[config.mk]
export PLATFORM = sky130hd
export DESIGN_NAME = spi_flash_dma
export DESIGN_NICKNAME = d
export VERILOG_FILES = /design/src/rtl/spi_flash_dma_pkg.sv /design/src/rtl/spi_flash_dma.sv
export SDC_FILE = /design/constraint.sdc
export NUM_CORES = 1
export LEC_CHECK = 0
export CAP_MARGIN = 10
export CORE_MARGIN = 4
export CORE_UTILIZATION = 40
export CTS_CLUSTER_SIZE = 12
export DETAILED_ROUTE_END_ITERATION = 10
export PLACE_DENSITY = 0.74
export SLEW_MARGIN = 10
export SYNTH_ARGS = -nofsm -noshare
export SYNTH_HDL_FRONTEND = slang
export SYNTH_SLANG_ARGS = --single-unit
[constraint.sdc]
create_clock -name clk -period 3.17 [get_ports clk]
set_clock_uncertainty 0.05 [all_clocks]
set_input_delay 0.7925 -clock clk [delete_from_list [all_inputs] [get_ports clk]]
set_output_delay 0.7925 -clock clk [all_outputs]
set_load 0.05 [all_outputs]
[src/rtl/spi_flash_dma_pkg.sv]
// Shared definitions for the SPI flash to memory DMA: spi register map,
// transfer width codes and control-register field positions.
package spi_flash_dma_pkg;

  localparam int unsigned SPI_AW = 2;

  localparam logic [SPI_AW-1:0] DATAREG = 2'd0;
  localparam logic [SPI_AW-1:0] IMMDATA = 2'd1;
  localparam logic [SPI_AW-1:0] CTRLREG = 2'd2;

  typedef enum logic [1:0] {
    BYTE   = 2'd0,
    HALF   = 2'd1,
    TRIPLE = 2'd2,
    WORD   = 2'd3
  } xfer_width_e;

  localparam int unsigned CTRL_SS_LSB        = 8;
  localparam int unsigned CTRL_SS_MSB        = 9;
  localparam int unsigned CTRL_ENDIAN_BIT    = 16;
  localparam int unsigned CTRL_SS_ACTIVE_BIT = 24;

  // Assemble a spi control-register value from its fields.
  function automatic logic [31:0] ctrl_word(input logic [1:0]  ss,
                                            input logic        big_endian,
                                            input logic        ss_active,
                                            input xfer_width_e width);
    logic [31:0] w;
    w = '0;
    w[1:0] = width;
    w[CTRL_SS_MSB:CTRL_SS_LSB] = ss;
    w[CTRL_ENDIAN_BIT] = big_endian;
    w[CTRL_SS_ACTIVE_BIT] = ss_active;
    return w;
  endfunction

endpackage

[src/rtl/spi_flash_dma.sv]
// Copies word_count 32-bit words from SPI flash into memory: configures the
// spi block, issues a read command, then streams captured words to memory.
module spi_flash_dma
  import spi_flash_dma_pkg::*;
#(
  parameter logic [1:0] FLASH_SS = 2'd0,
  parameter logic [7:0] CMD_READ = 8'h03
) (
  input  logic        clk,
  input  logic        reset,
  input  logic        start,
  input  logic [23:0] flash_addr,
  input  logic [31:0] mem_base,
  input  logic [15:0] word_count,
  input  logic        swap,
  input  logic        abort,
  output logic        busy,
  output logic        done,
  output logic        spi_select,
  output logic        spi_rd,
  output logic [3:0]  spi_we,
  output logic [1:0]  spi_addr,
  output logic [31:0] spi_wdata,
  input  logic [31:0] spi_rdata,
  input  logic        spi_wbusy,
  input  logic        spi_rbusy,
  output logic        mem_we,
  output logic [31:0] mem_addr,
  output logic [31:0] mem_wdata,
  input  logic        mem_ready
);

  typedef enum logic [2:0] {IDLE, CFG, CMD, RD, MEMWR, RELEASE, FIN} state_e;

  state_e      state, state_n;
  logic [23:0] faddr_q, faddr_n;
  logic [15:0] remain_q, remain_n;
  logic        swap_q, swap_n;
  logic        discard_q, discard_n;
  logic        abort_q, abort_n;
  logic [31:0] maddr_n, mwdata_n;
  logic        busy_n, done_n, sel_n, rd_n, mem_we_n;
  logic [3:0]  we_n;
  logic [1:0]  saddr_n;
  logic [31:0] swdata_n;

  // Next state and next register values; outputs are decoded from the next
  // state so that each registered output is valid for the whole state.
  always_comb begin
    state_n   = state;
    faddr_n   = faddr_q;
    remain_n  = remain_q;
    swap_n    = swap_q;
    discard_n = discard_q;
    abort_n   = abort_q | (abort & (state != IDLE));
    maddr_n   = mem_addr;
    mwdata_n  = mem_wdata;
    busy_n    = busy;
    done_n    = 1'b0;

    case (state)
      IDLE: begin
        if (start) begin
          faddr_n   = flash_addr;
          maddr_n   = mem_base;
          remain_n  = word_count;
          swap_n    = swap;
          discard_n = 1'b1;
          abort_n   = 1'b0;
          busy_n    = 1'b1;
          state_n   = (word_count == 16'd0) ? FIN : CFG;
        end
      end
      CFG:     state_n = CMD;
      CMD:     if (!spi_wbusy) state_n = RD;
      RD: begin
        // The first capture is the echo of the command transfer.
        if (!spi_rbusy) begin
          if (discard_q) begin
            discard_n = 1'b0;
            state_n   = abort_n ? RELEASE : RD;
          end else begin
            mwdata_n = spi_rdata;
            state_n  = abort_n ? RELEASE : MEMWR;
          end
        end
      end
      MEMWR: begin
        if (mem_ready) begin
          maddr_n  = mem_addr + 32'd1;
          remain_n = remain_q - 16'd1;
          state_n  = (remain_q == 16'd1 || abort_n) ? RELEASE : RD;
        end
      end
      RELEASE: state_n = FIN;
      FIN: begin
        busy_n  = 1'b0;
        done_n  = 1'b1;
        state_n = IDLE;
      end
      default: state_n = IDLE;
    endcase

    sel_n    = 1'b0;
    rd_n     = 1'b0;
    we_n     = 4'b0000;
    saddr_n  = '0;
    swdata_n = '0;
    mem_we_n = 1'b0;
    case (state_n)
      CFG: begin
        sel_n    = 1'b1;
        saddr_n  = CTRLREG;
        we_n     = 4'b1111;
        swdata_n = ctrl_word(FLASH_SS, ~swap_n, 1'b1, WORD);
      end
      CMD: begin
        sel_n    = 1'b1;
        saddr_n  = DATAREG;
        we_n     = 4'b1111;
        swdata_n = {CMD_READ, faddr_n};
      end
      RD: begin
        sel_n   = 1'b1;
        rd_n    = 1'b1;
        saddr_n = DATAREG;
      end
      MEMWR: mem_we_n = 1'b1;
      RELEASE: begin
        sel_n    = 1'b1;
        saddr_n  = CTRLREG;
        we_n     = 4'b1000;
        swdata_n = ctrl_word(FLASH_SS, ~swap_n, 1'b0, WORD);
      end
      default: ;
    endcase
  end

  // State, datapath and output registers.
  always_ff @(posedge clk) begin
    if (reset) begin
      state      <= IDLE;
      faddr_q    <= '0;
      remain_q   <= '0;
      swap_q     <= 1'b0;
      discard_q  <= 1'b0;
      abort_q    <= 1'b0;
      busy       <= 1'b0;
      done       <= 1'b0;
      spi_select <= 1'b0;
      spi_rd     <= 1'b0;
      spi_we     <= '0;
      spi_addr   <= '0;
      spi_wdata  <= '0;
      mem_we     <= 1'b0;
      mem_addr   <= '0;
      mem_wdata  <= '0;
    end else begin
      state      <= state_n;
      faddr_q    <= faddr_n;
      remain_q   <= remain_n;
      swap_q     <= swap_n;
      discard_q  <= discard_n;
      abort_q    <= abort_n;
      busy       <= busy_n;
      done       <= done_n;
      spi_select <= sel_n;
      spi_rd     <= rd_n;
      spi_we     <= we_n;
      spi_addr   <= saddr_n;
      spi_wdata  <= swdata_n;
      mem_we     <= mem_we_n;
      mem_addr   <= maddr_n;
      mem_wdata  <= mwdata_n;
    end
  end

endmodule

==> results_dict.tcl <==
set metrics [dict create \
    status "finished, final reports clean" \
    rsz0062_at_grt "no" \
    numCtsBuffers 17 \
    synth-edff-count 0 \
    core_mm2 0.0158 \
    critPathRequiredTime_ns 2.33 \
    syn_area_per_cell_um2 7.97 \
    arrival_ns 1.83 \
    endpoint_kind "output port" \
    fin_nets 1116 \
    cts_setup_buffers 0 \
    seqCellArea_mm2 0.00288 \
    grt_max_degree 64 \
    hold_buffers 0 \
    cts_htree_levels 4 \
    clk_latency_ns 0.41 \
    synth_area_leaders "dfxtp_1 (45%), nand2_1 (8.9%), a21oi_1 (7.4%), nor2_1 (3.5%), and2_1 (2.6%)" \
    hpwl_um 13700 \
    final.setup.worst_slack_ns 0.500 \
    ant_nets 0 \
    layout-drive-gt1-share_pct 7.20 \
    via_count 6502 \
    routedWlPerCell_um 15.8 \
    ir_drop_uv 332 \
    fillers 1468 \
    ys_types 67 \
    p_per_area_mw_per_mm2 557 \
    yosys_warnings 0 \
    worstSetupEndpoint "mem_addr[8]" \
    crit_type "register to output port" \
    antenna_found_initial 0 \
    drt-vias-per-instance 5.29 \
    preCtsSetupSlack_ns 0.130 \
    multi_input_area_mm2 0.00323 \
    cts_sinks 144 \
    first_pass_iters 4 \
    maxSlewViolCount 0 \
    cpLargestDelayFamily "buffers and inverters" \
    global_route.usage.total_pct 20.9 \
    cts_tree "done" \
    worst_pin_slew_ns 1.17 \
    tns_ns 0 \
    numPortBuffers 211 \
    timing.final.crit_period_ns 2.67 \
    setup_viol 0 \
    placed_area_mm2 0.00877 \
    die_h_um 135 \
    critical_path.startpoint_type "register" \
    synth_cells 805 \
    synth_area_leader_cell "dfxtp_1" \
    async_reset_ff_share_pct 0 \
    die-area_mm2 0.0181 \
    fin_cells 1230 \
    p_leak_nw 3.36 \
    slowest_delay_ns 0.88 \
    slowest_stage "clkdlybuf4s50_1" \
    reg2reg_slack_ns 0.73 \
    die_w_um 135 \
    clkTransAtPathRegs_ns 0.06 \
    syn_area_mm2 0.00642 \
    r2r-end "mem_addr[4]" \
    drcViolationCount 0 \
    path_buf_inv 1 \
    ff2ff_path_depth 4 \
    hold_viol 0 \
    worstPathMaxFanout 11 \
    io_pins 219 \
    timing.fmax_mhz 375 \
    rows 46 \
    cts_root_buf "clkbuf_16" \
    dpl.cell_count 1198 \
    cts_resized 0 \
    area_growth_pct 46.2 \
    cp.depth 1 \
    timing.rr.start "state[2]" \
    clockBufferDepth 2 \
    period_share_pct 84.2 \
    crit_path_start "mem_addr[8]" \
    finalInstanceArea_mm2 0.00938 \
    grt_pass1_wl_um 31000 \
    insertedDiodeCount 0 \
    hold_start "faddr_q[10]" \
    synth_flop_cell "dfxtp_1" \
    hold_path.class "register to register" \
    post-route-util_pct 59.2 \
    slew_headroom_pct 22.2 \
    seq_area_frac_synth_pct 44.9 \
    grt_pass1_vias 6226 \
    totalWireLength_um 19400 \
    synth_top_area_share_pct 44.9 \
    overflow 0 \
    ys_ff_latch 144 \
    start_util_pct 40.5 \
    drt_iter0_markers 362 \
    gp_congestion 0.835 \
    drv_cap 0 \
    path_cells "clkdlybuf4s50_1" \
]
-- through the flow --
step	power, mW	hold slack (ns)
2_1_floorplan	2.76	0.384
3_3_place_gp	3.21	0.390
3_5_place_dp	3.22	0.395
4_1_cts	5.28	0.405
5_1_grt	5.46	0.422
6_report	5.22	0.403
-- how the worst min path moves through the flow --
stage,to,cells past startpoint
floorplan,faddr_q[10],2
global placement,faddr_q[11],2
detailed placement,mem_wdata[1],2
CTS,mem_wdata[1],2
global route,mem_wdata[31],2
finish,faddr_q[10],2
-- metal layers --
metal | vias to the layer above | share of wire (%) | routed length [um] | global-route usage [%]
li1 | 3243 | - | - | -
met1 | 3023 | 44 | 8620 | 26.5
met2 | 209 | 47 | 9060 | 33.8
met3 | 27 | 7.1 | 1380 | 6.15
met4 | 0 | 1.8 | 358 | 7.75
met5 | - | 0 | 0 | 0
-- flip-flops by register name, summed over array words and instances, names as in the netlist --
name        count
abort_q         1
busy            1
discard_q       1
done            1
faddr_q        24
mem_addr       32
mem_wdata      32
mem_we          1
remain_q       16
spi_addr        1
spi_rd          1
spi_select      1
spi_wdata      26
spi_we          2
state           3
swap_q          1
-- synthesized netlist by cell type (all sizes together) (12+ instances only) --
| library cell | number |
|---|---|
| a21oi | 95 |
| inv | 14 |
| nor4 | 19 |
| buf | 21 |
| o21ai | 33 |
| nor2 | 59 |
| nand2 | 152 |
| nand3 | 20 |
| nor3 | 21 |
| dfxtp | 144 |
| and2 | 28 |
| clkbuf | 43 |
| nand4 | 12 |
-- power breakdown --
part | internal (mW) | switching [mW] | total [mW]
sequential | 1.93 | 0.107 | 2.04
combinational | 0.461 | 0.680 | 1.14
clock | 1.21 | 0.831 | 2.04
total | 3.60 | 1.62 | 5.22
-- logic make-up (layout without fill, tap and decap cells) --
| group | count (synthesis) | after routing | synth area share (%) |
|---|---|---|---|
| other | 1 | 7 | 0.0584 |
| multiplexers | 6 | 6 | 0.956 |
| adder cells (fa/ha/maj) | 3 | 3 | 0.585 |
| AO/OA/AOI/OAI | 212 | 212 | 20.6 |
| flip-flops | 144 | 144 | 44.9 |
| AND/OR/NAND/NOR | 361 | 361 | 27.4 |
| buffers and inverters | 78 | 281 | 5.46 |
-- final cells by class --
type                            count  area share (%)
Clock inverter                     14            1.76
Inverter                           14           0.560
Clock buffer                       18            4.68
Tap cell                          216            2.88
Sequential cell                   144            30.7
Multi-Input combinational cell    589            34.4
Timing Repair Buffer              235            24.9
-- cells in the final DEF, fill, tap and decap left out, types with 7 or more instances in the layout --
master / n
nor3_1: 20
inv_1: 14
nand4_1: 12
a211oi_1: 7
and3_1: 8
nor4_1: 18
nand3_1: 20
conb_1: 7
nor2_1: 58
clkbuf_16: 17
nand2_1: 152
and2_1: 27
o21ai_0: 33
dfxtp_1: 144
clkdlybuf4s50_1: 210
a21oi_1: 95
buf_4: 21
inv_6: 7
No activity file was read; power rests on OpenSTA's default activity.
